==> src/rtl/sprite_renderer.sv <==
`default_nettype none
// ============================================================================
//  Module      : sprite_renderer
//  Description : Bouncing square sprite overlaid on a bordered background.
//                The sprite moves STEP pixels per frame and is steered by
//                pushbuttons. btn_c toggles between RUN and PAUSE. Colour
//                and syncs leave the block one clock after the timing inputs.
//  Ports       : clk25                  - pixel clock, sole clock
//                rst_n                  - synchronous active-low reset
//                hc, vc                 - horizontal / vertical counters
//                vidon                  - visible-area flag
//                hsync_in, vsync_in     - active-low syncs from timing stage
//                btn_up/down/left/right - asynchronous steering buttons
//                btn_c                  - asynchronous run/pause toggle
//                red, green, blue       - registered pixel colour
//                hsync_out, vsync_out   - syncs aligned with the colour
//                frame_tick             - one-cycle pulse per frame update
//  Revision    : 1.0 - initial release
// ============================================================================
module sprite_renderer #(
    parameter int HBP  = 144,
    parameter int VBP  = 31,
    parameter int HPIX = 640,
    parameter int VPIX = 480,
    parameter int SPR  = 32,
    parameter int STEP = 2
) (
    input  logic       clk25,
    input  logic       rst_n,
    input  logic [9:0] hc,
    input  logic [9:0] vc,
    input  logic       vidon,
    input  logic       hsync_in,
    input  logic       vsync_in,
    input  logic       btn_up,
    input  logic       btn_down,
    input  logic       btn_left,
    input  logic       btn_right,
    input  logic       btn_c,
    output logic [3:0] red,
    output logic [3:0] green,
    output logic [3:0] blue,
    output logic       hsync_out,
    output logic       vsync_out,
    output logic       frame_tick
);

    typedef enum logic [0:0] {
        ST_RUN   = 1'b0,
        ST_PAUSE = 1'b1
    } state_t;

    localparam logic [10:0] c_x_max  = 11'(HPIX - SPR);
    localparam logic [10:0] c_y_max  = 11'(VPIX - SPR);
    localparam logic [10:0] c_step   = 11'(STEP);
    localparam logic [10:0] c_spr    = 11'(SPR);
    localparam logic [9:0]  c_hbp    = 10'(HBP);
    localparam logic [9:0]  c_vbp    = 10'(VBP);
    localparam logic [9:0]  c_hlim   = 10'(HPIX - 4);
    localparam logic [9:0]  c_vlim   = 10'(VPIX - 4);
    localparam logic [9:0]  c_x_init = 10'((HPIX - SPR) / 2);
    localparam logic [9:0]  c_y_init = 10'((VPIX - SPR) / 2);

    // Button bit order inside the synchronizer: {c, right, left, down, up}
    logic [4:0]  r_btn_s1;
    logic [4:0]  r_btn_s2;
    logic        r_btn_c_prev;
    logic        r_vs_prev;
    logic [9:0]  r_x;
    logic [9:0]  r_y;
    logic        r_dx;
    logic        r_dy;
    state_t      r_state;

    logic        w_btn_c_rise;
    logic [10:0] w_x_upd;
    logic [10:0] w_y_upd;
    logic [9:0]  w_px;
    logic [9:0]  w_py;
    logic        w_in_spr;
    logic        w_border;
    logic [11:0] w_rgb;

    // One axis of motion. Returns {new_dir, new_pos}. The direction is first
    // steered by the buttons (both or neither pressed keeps it), then the
    // position steps and bounces off either edge of [0, limit].
    function automatic logic [10:0] f_axis(
        input logic [9:0]  pos,
        input logic        dir,
        input logic        btn_neg,
        input logic        btn_pos,
        input logic [10:0] limit
    );
        logic        nd;
        logic [10:0] p;
        nd = dir;
        p  = {1'b0, pos};
        if (btn_neg && !btn_pos) begin
            nd = 1'b0;
        end else if (btn_pos && !btn_neg) begin
            nd = 1'b1;
        end
        if (nd) begin
            if (p + c_step > limit) begin
                return {1'b0, limit[9:0]};
            end
            return {1'b1, pos + c_step[9:0]};
        end
        if (p < c_step) begin
            return {1'b1, 10'd0};
        end
        return {1'b0, pos - c_step[9:0]};
    endfunction

    always_comb begin
        w_btn_c_rise = r_btn_s2[4] & ~r_btn_c_prev;
        w_x_upd      = f_axis(r_x, r_dx, r_btn_s2[2], r_btn_s2[3], c_x_max);
        w_y_upd      = f_axis(r_y, r_dy, r_btn_s2[0], r_btn_s2[1], c_y_max);

        // Wrapping 10-bit subtraction; off-screen counters land far outside
        // the visible range and are masked by vidon anyway.
        w_px     = hc - c_hbp;
        w_py     = vc - c_vbp;
        w_in_spr = ({1'b0, w_px} >= {1'b0, r_x}) && ({1'b0, w_px} < {1'b0, r_x} + c_spr) &&
                   ({1'b0, w_py} >= {1'b0, r_y}) && ({1'b0, w_py} < {1'b0, r_y} + c_spr);
        w_border = (w_px < 10'd4) || (w_px >= c_hlim) || (w_py < 10'd4) || (w_py >= c_vlim);

        w_rgb = 12'h000;
        if (vidon) begin
            if (w_in_spr) begin
                w_rgb = 12'hF00;
            end else if (w_border) begin
                w_rgb = 12'hFFF;
            end else begin
                w_rgb = 12'h00F;
            end
        end
    end

    always_ff @(posedge clk25) begin
        if (!rst_n) begin
            r_btn_s1            <= 5'b0;
            r_btn_s2            <= 5'b0;
            r_btn_c_prev        <= 1'b0;
            r_vs_prev           <= 1'b1;
            frame_tick          <= 1'b0;
            r_x                 <= c_x_init;
            r_y                 <= c_y_init;
            r_dx                <= 1'b1;
            r_dy                <= 1'b1;
            r_state             <= ST_RUN;
            {red, green, blue}  <= 12'h000;
            hsync_out           <= 1'b1;
            vsync_out           <= 1'b1;
        end else begin
            r_btn_s1     <= {btn_c, btn_right, btn_left, btn_down, btn_up};
            r_btn_s2     <= r_btn_s1;
            r_btn_c_prev <= r_btn_s2[4];
            r_vs_prev    <= vsync_in;
            frame_tick   <= r_vs_prev & ~vsync_in;

            // The update reads the current state, so a btn_c edge landing on
            // the tick cycle still lets this frame use the pre-toggle state.
            if (frame_tick && (r_state == ST_RUN)) begin
                r_x  <= w_x_upd[9:0];
                r_dx <= w_x_upd[10];
                r_y  <= w_y_upd[9:0];
                r_dy <= w_y_upd[10];
            end

            if (w_btn_c_rise) begin
                r_state <= (r_state == ST_RUN) ? ST_PAUSE : ST_RUN;
            end

            {red, green, blue} <= w_rgb;
            hsync_out          <= hsync_in;
            vsync_out          <= vsync_in;
        end
    end

endmodule
`default_nettype wire
==> config.mk <==
export PLATFORM = sky130hd
export DESIGN_NAME = sprite_renderer
export DESIGN_NICKNAME = d
export VERILOG_FILES = /design/src/rtl/sprite_renderer.sv
export SDC_FILE = /design/constraint.sdc
export NUM_CORES = 1
export LEC_CHECK = 0
export ABC_AREA = 1
export CAP_MARGIN = 30
export CORE_MARGIN = 2
export CORE_UTILIZATION = 45
export DETAILED_ROUTE_END_ITERATION = 6
export PLACE_DENSITY = 0.75
export SETUP_SLACK_MARGIN = 0.4
export SYNTH_ARGS = -nofsm -noshare
export SYNTH_HDL_FRONTEND = slang
export SYNTH_SLANG_ARGS = --single-unit
export TNS_END_PERCENT = 100
==> constraint.sdc <==
create_clock -name clk25 -period 6.1 [get_ports clk25]
set_clock_uncertainty 0.1 [all_clocks]
set_input_delay 0.61 -clock clk25 [delete_from_list [all_inputs] [get_ports clk25]]
set_output_delay 0.61 -clock clk25 [all_outputs]
set_load 0.1 [all_outputs]
* Yosys cells after proc, flatten, opt, wreduce, memory -nomap -nowiden
Cells that the tools add are included.
Cells by class: add/sub/neg operators 10, order comparisons 12, mux-type cells 29, bitwise gates (word level) 7, reduce and logical (&&, ||, !) cells 17
Operators with widths (number):
- 11-bit two-way mux | 12
- 12-bit two-way mux | 2
- 10-bit by 2-bit adder with 11-bit output, second input constant | 2
- 10-bit by 6-bit adder with 11-bit output, second input constant | 2
- 10-bit by 11-bit < comparator with 1-bit output | 2
- 10-bit by 2-bit adder with 10-bit output, second input constant | 2
- 10-bit >= comparator | 2
- 10-bit by 2-bit < comparator with 1-bit output, second input constant | 2
- 10-bit by 3-bit < comparator with 1-bit output, second input constant | 2
- 10-bit by 2-bit subtractor with 10-bit output, second input constant | 2
- 1-bit two-way mux | 15
- 11-bit by 10-bit greater-than comparator with 1-bit output, second input constant | 1
- 11-bit by 9-bit greater-than comparator with 1-bit output, second input constant | 1
- 10-bit >= comparator, second input constant | 1
- 10-bit by 9-bit >= comparator with 1-bit output, second input constant | 1
- 10-bit by 5-bit subtractor with 10-bit output, second input constant | 1
- 10-bit by 8-bit subtractor with 10-bit output, second input constant | 1
- 1-bit logical AND | 8
- 1-bit inverter | 5
- 1-bit zero test | 4
- 1-bit logical OR | 3
- 3-bit OR reduction | 1
- 1-bit AND | 2
- 2-bit AND reduction | 1
Storage, ports and cells: flip-flop bits (word level) 49, bits of input ports 30, logic and storage cells 89

* Logic depth before layout (Yosys ltp)
Gate-level depths: netlist of run 1.
depth in word-level cells 10, depth in mapped cells 16

* Worst setup path before layout of run 1
Ideal clock, no wire load.
kind input-to-reg, from in vc[0], to reg green[2], arrival 2.219 ns, path slack 3.665 ns, stages on the path 12, buffers on the path 0, cells stage by stage ha_1 > nand4_1 > nand2_1 > xor2_1 > ha_1 > a21oi_1 > a21boi_0 > nor2_1 > nor2_1 > nand2_1 > o21ai_1 > nor2_1
Between the ends: word-level cells in the longest chain between the ends 5, elaborated cells on any way between the ends 11, classes of those cells add/sub (1); order compare (4); mux (1); reduce/logical (5)
Ends and longest elaborated chain:
- start, declared | RTL line 31 | input logic [9:0] vc,
- 10-bit by 5-bit subtractor with 10-bit output (*) | RTL line 123 | w_py = vc - c_vbp;
- 10-bit >= comparator or 10-bit by 3-bit < comparator with 1-bit output (tied branches) | RTL line 125, 126
- 1-bit logical AND or 1-bit logical OR (tied branches) | RTL line 124, 126
- 1-bit logical AND or 1-bit logical OR (tied branches) | RTL line 125, 126
- 3-bit OR reduction (no line) or 12-bit two-way mux (tied branches)
- end signal, assigned | RTL line 175 | {red, green, blue} <= w_rgb;
- end, declared | RTL line 41 | output logic [3:0] green,
Every way passes the cells marked *; elsewhere a longest branch is shown, timed or not. A chain may end at the register's enable or synchronous reset.

* Worst setup path in the final report of run 1
from in vc[2], to reg green[2]
Same word-level chain as after synthesis.

==> impl_metrics.csv, run 1 <==
group,metric,value,unit
global_routing,grt_pass1_vias,3337,
sta,hold_ws,0.316,ns
placed_design,preCtsSetupSlack,2.76,ns
power,switching_share,0.357,
clock_network,clkLatencyLatePin,0.30,ns
floorplan,die_x,93.0,um
logic_synthesis,syn_nets,629,
logic_synthesis,post_synth_xor_area_fraction,0.0590,
clock_network,cts_made_buffers,5,
detailed_routing,wl_per_cell,11.5,um
power,p_sw,291,uW
logic_synthesis,synth_fa_ha_area_frac,0.148,
logic_synthesis,synth_top_flop_cell,"dfxtp_1",
worst_setup_path,worstSetupStartpointType,"primary input",
detailed_routing,remaining_drc_errors,0,
clock_network,cts_tree,"yes",
sta,fin_crit,3.06,ns
sta,final.setup.tns,0,ns
worst_setup_path,crit_fanout,4,
worst_setup_path,r2r_slack,3.81,ns
power,p_seq_frac,0.342,
clock_network,clk_pin_slew_worst_paths,0.08,ns
sta,relSlewSlack,0.348,
logic_synthesis,synthArstFlopShare,0,
sta,fin_crit_sh,0.501,
detailed_routing,vias_per_cell,5.05,
sta,worst_slack,3.04,ns
sta,grt_setup_unrepaired,"no",
logic_synthesis,seq_area_frac_synth,0.214,
layout,n_fill_cell,726,
sta,setup_viol,0,
layout,utilization,0.538,
placed_design,place_inst,683,
floorplan,core.rowCount,32,
logic_synthesis,synthSimpleGateAreaFrac,0.333,
placed_design,place.gp.congestion,0.914,
detailed_routing,vias,3493,
clock_network,h-tree-depth,2,
worst_setup_path,rr_worst_depth,11,
job,cap_violations,0,
floorplan,io_pins,45,
floorplan,dieArea,8640,um^2
worst_setup_path,crit_arrival,3.15,ns
global_routing,gr-total-overflow,0,
floorplan,die_y,93.0,um
logic_synthesis,syn_area,3560,um^2
global_routing,grt_pass1_wl,14100,um
hold_path,whs_path_depth,2,
logic_synthesis,ys_top_cells_by_count,"nand2_1 (152), inv_1 (78), nor2_1 (49)",
logic_synthesis,yosysUniqueCellTypes,37,
layout,fin_area,4140,um^2
worst_setup_path,required,6.20,ns
layout,final_cells,691,
global_routing,grt_max_degree,25,
floorplan,core-area,7690,um^2
placed_design,dpl_cell_area,4000,um^2
outcome,status,"finished clean",
power,clkPwrFrac,0.322,
layout,drive_gt1_frac,0.0543,
detailed_routing,ant_nets,0,
hold_path,hp-class,"flip-flop to flip-flop",
power,p_leak,2.07,nW
sta,hold_viol,0,
floorplan,initial_core_util,0.463,
power,p_total,813,uW
logic_synthesis,post-synth-top-count-cell,"nand2_1",
clock_network,ctsHoldBuffers,0,
layout,layout.nets,660,
clock_network,cts_resized,0,
logic_synthesis,ys_seq_elements,38,
sta,fmax,0.327,GHz
clock_network,post_cts_buffers,0,
global_routing,antenna_found_initial,0,
global_routing,grt_usage,0.196,
power,vdd_drop_max,132,uV
logic_synthesis,synth_edf_count,0,
detailed_routing,wl,7960,um
detailed_routing,dr.first_iter.drc_count,197,
sta,tightest_slew,0.975,ns
logic_synthesis,synth_area_leaders,"dfxtp_1 (21%), nand2_1 (16%), ha_1 (15%)",
power,p_comb_frac,0.336,
logic_synthesis,synth-compound-area-share,0.124,
logic_synthesis,yosysTopAreaCellShare,0.214,
placed_design,port_buffers,43,
logic_synthesis,syn_inst,557,
clock_network,cts_num_sinks,38,
logic_synthesis,synth_top_family_by_area,"simple AND/OR/NAND/NOR gates",
worst_setup_path,critical_path_class,"primary input to flip-flop",
layout,syn2layout_area_growth,16.2,%
layout,antenna_cells,0,
power,p_int,523,uW
clock_network,clockBufferDepth,2,
logic_synthesis,syn_area_per_cell,6.39,um^2
placed_design,hpwl,6220,um
worst_setup_path,cp-end-kind,"flip-flop",
sta,slew_viol_final,0,
logic_synthesis,synth_top_area_cell,"dfxtp_1",
detailed_routing,firstDrtPassIters,4,
logic_synthesis,synthMuxAreaShare,0,
power,power_density,197,nW/um^2
clock_network,root_buffer,"clkbuf_8",
logic_synthesis,ys.warnings.count,0,
-- layer usage --
layer / track usage / vias up / part of all wire
met2: 0.342 / 73 / 0.46
met3: 0.0325 / 12 / 0.041
met4: 0.0564 / 0 / 0.016
met1: 0.247 / 1577 / 0.49
met5: 0 / - / 0
li1: - / 1831 / -
-- final cells by class --
type / instances / area, um^2 / area share
clock inverters: 3 / 68.8 / 0.0166
repair buffers: 43 / 430 / 0.104
multi-input cells: 416 / 2360 / 0.572
clock buffers: 5 / 68.8 / 0.0166
inverters: 84 / 317 / 0.0765
flip-flops and latches: 38 / 761 / 0.184
well taps: 102 / 128 / 0.0308
-- final timing paths --
check / from / endpoint
max: vc[2] / green[2]
min: r_btn_s1[0] / r_btn_s2[0]
max reg2reg: r_y[5] / green[2]
min reg2reg: r_btn_s1[0] / r_btn_s2[0]
-- kinds of logic after synthesis --
| logic type | Yosys count |
|---|---|
| buffers and inverters | 103 |
| XOR/XNOR | 24 |
| AO/OA/AOI/OAI | 81 |
| AND/OR/NAND/NOR | 269 |
| adder cells (fa/ha/maj) | 42 |
| flip-flops | 38 |
-- critical path, stage by stage --
cell	delay, ns
clkdlybuf4s50_1	0.55
nand3_1	0.15
nor2_1	0.15
nand2_1	0.13
nand2_1	0.10
xor2_1	0.27
inv_1	0.12
ha_1	0.31
nand2_1	0.10
nor2_1	0.15
nand3b_1	0.09
nand4_1	0.09
nand4_1	0.10
o21ai_1	0.17
nor2_1	0.06
-- registers in the layout, summed over array words and instances (netlist names) --
signal        cells
blue              1
frame_tick        1
green             1
hsync_out         1
r_btn_c_prev      1
r_btn_s1          5
r_btn_s2          5
r_dx              1
r_dy              1
r_state           1
r_vs_prev         1
r_x               9
r_y               9
red               1
-- power by group through the flow --
| stage | Combinational [mW] | Sequential (mW) | Clock, mW |
|---|---|---|---|
| after floorplan | 0.195 | 0.296 | 0 |
| after global placement | 0.265 | 0.283 | 0 |
| after detailed placement | 0.271 | 0.284 | 0 |
| after CTS | 0.273 | 0.278 | 0.269 |
| after global routing | 0.308 | 0.281 | 0.278 |
| final | 0.273 | 0.278 | 0.262 |
-- cell usage in the layout, fill, tap and decap left out, types with 3 or more instances in the layout --
cell type	Yosys	final
nor2_1	49	49
clkdlybuf4s50_1	0	43
clkbuf_8	0	5
xor2_1	20	20
nand4_1	12	12
nand3_2	7	7
a21oi_1	41	41
nor3_1	5	5
xnor2_1	4	4
ha_1	42	42
dfxtp_1	38	38
nand3b_1	5	5
inv_2	4	4
nand2_1	152	152
inv_1	78	78
nor2_2	4	4
o21a_1	5	5
o21ai_1	5	5
or2_2	3	3
nand3_1	27	27
o21ai_0	20	20
No activity file was read; power rests on OpenSTA's default activity.
==> run 2: changes to the inputs <==
Settings changed: PLACE_DENSITY 0.75 to 0.78.
Clock period 6.1 ns to 2.4 ns, I/O delays scaled along.
==> impl_metrics.csv, run 2 (same netlist as run 1, synthesis figures left out) <==
group,metric,value,unit
sta,hold_ws,0.314,ns
power,vdd_drop_max,394,uV
power,clkPwrFrac,0.297,
global_routing,grt_usage,0.217,
worst_setup_path,crit_buf_inv,1,
placed_design,dpl_cell_area,4220,um^2
layout,antenna_cells,0,
floorplan,die_x,93.0,um
worst_setup_path,critical_path_class,"flip-flop to flip-flop",
detailed_routing,ant_nets,0,
layout,mostFrequentLayoutCells,"nand2_1 (134), inv_1 (62), buf_4 (62)",
floorplan,io_pins,45,
layout,drive_gt1_frac,0.320,
outcome,violations,"DRC",
sta,fin_crit_sh,0.849,
detailed_routing,dr.first_iter.drc_count,376,
worst_setup_path,crit_path_max_incr_delay,0.40,ns
clock_network,cts_tree,"yes",
layout,mostFrequentLayoutCell,"nand2_1",
detailed_routing,top_layer,"met4",
sta,relSlewSlack,0.637,
detailed_routing,wl_per_cell,14.1,um
detailed_routing,wl_met1,4240,um
hold_path,hp-class,"flip-flop to flip-flop",
detailed_routing,wl_met2,5110,um
detailed_routing,vias_per_cell,5.36,
outcome,status,"complete, but fails checks",
clock_network,root_buffer,"clkbuf_8",
detailed_routing,wl,10400,um
detailed_routing,vias,3968,
layout,fin_area,4990,um^2
clock_network,cts_num_sinks,38,
power,p_leak,2.37,nW
detailed_routing,remaining_drc_errors,1,
power,switching_share,0.370,
sta,tightest_slew,0.541,ns
power,p_seq_frac,0.302,
clock_network,clk_pin_slew_worst_paths,0.09,ns
sta,fin_crit,2.04,ns
power,p_int,1.48,mW
global_routing,grt_pass1_vias,3645,
worst_setup_path,crit_fanout,6,
sta,hold_viol,0,
power,power_density,470,nW/um^2
floorplan,die_y,93.0,um
floorplan,dieArea,8640,um^2
power,p_comb_frac,0.401,
layout,syn2layout_area_growth,40.1,%
job,cap_violations,0,
clock_network,cts_made_buffers,5,
detailed_routing,dr_wl_met3,653,um
sta,grt_setup_unrepaired,"yes",
floorplan,core-area,7690,um^2
worst_setup_path,required,2.50,ns
power,p_total,2.34,mW
floorplan,initial_core_util,0.463,
power,p_sw,867,uW
floorplan,core.rowCount,32,
global_routing,antenna_found_initial,0,
global_routing,grt_max_degree,19,
clock_network,clkLatencyLatePin,0.30,ns
worst_setup_path,crit_family,"compound AO/OA/AOI/OAI gates",
global_routing,gr-total-overflow,0,
clock_network,h-tree-depth,2,
sta,fmax,0.491,GHz
placed_design,place.gp.congestion,0.897,
sta,slew_viol_final,0,
sta,setup_viol,0,
placed_design,hpwl,6690,um
worst_setup_path,crit_arrival,2.14,ns
worst_setup_path,crit_chain,"inv_1, o21ai_0, nand2_1, ha_1, a21oi_1, o21ai_0, nor2_1, nand2_1, o21ai_2, nor2_1",
worst_setup_path,cp-end-kind,"flip-flop",
layout,layout.nets,709,
worst_setup_path,worstSetupStartpointType,"flip-flop",
worst_setup_path,cp_slowest_cell,"dfxtp_2",
layout,top_regs,"r_x x9, r_y x9",
global_routing,grt_pass1_wl,15400,um
placed_design,port_buffers,43,
clock_network,clockBufferDepth,2,
detailed_routing,firstDrtPassIters,7,
run 2: timing repair:
item                                    4_1_cts  5_1_grt
setup buffers                                12        5
endpoints found under the setup margin        6       22
resized for setup                            68      103
pin swaps                                    30       44
hold buffers                                  0        0
run 2: final timing paths:
path | from | cells past startpoint | slack [ns] | end
max reg2reg | r_y[8] | 10 | 0.36 | green[2]
min | r_btn_s1[1] | 2 | 0.31 | r_btn_s2[1]
min reg2reg | r_btn_s1[1] | 2 | 0.31 | r_btn_s2[1]
max | r_y[8] | 10 | 0.36 | green[2]
run 2: layer usage:
metal | vias to the layer above | GRT usage
li1 | 1937 | -
met1 | 1773 | 0.255
met2 | 209 | 0.396
met3 | 49 | 0.0317
met4 | 0 | 0.0809
met5 | - | 0
run 2: metrics by stage:
step | utilization | TNS (ns) | cells | setup WS [ns]
floorplan | - | 0 | 557 | 0.401
global placement | 0.548 | -0.664 | 715 | -0.237
detailed placement | 0.548 | -0.805 | 715 | -0.283
CTS | 0.599 | 0 | 735 | 0.404
global route | 0.649 | 0 | 740 | 0.210
finish | 0.649 | 0 | 740 | 0.363
run 2: power groups by stage:
| stage | sequential (mW) | clock (mW) | combinational [mW] |
|---|---|---|---|
| finish | 0.708 | 0.696 | 0.940 |
| global route | 0.713 | 0.728 | 1.01 |
| CTS | 0.703 | 0.708 | 0.805 |
| detailed placement | 0.718 | 0 | 0.745 |
| global placement | 0.716 | 0 | 0.726 |
| floorplan | 0.752 | 0 | 0.497 |
run 2: cell type report:
cell class	count	area, um^2
Clock buffer	6	82.6
Clock inverter	2	60.1
Fill cell	610	2700
Inverter	84	329
Multi-Input combinational cell	416	2850
Sequential cell	38	802
Tap cell	102	128
Timing Repair Buffer	92	736
run 2: worst reg2reg max path, cell delays in order, from the launching register on:
cell and delay (ns):
dfxtp_2 0.40, inv_1 0.16, o21ai_0 0.12, nand2_1 0.10
ha_1 0.30, a21oi_1 0.13, o21ai_0 0.13, nor2_1 0.15
nand2_1 0.12, o21ai_2 0.16, nor2_1 0.06
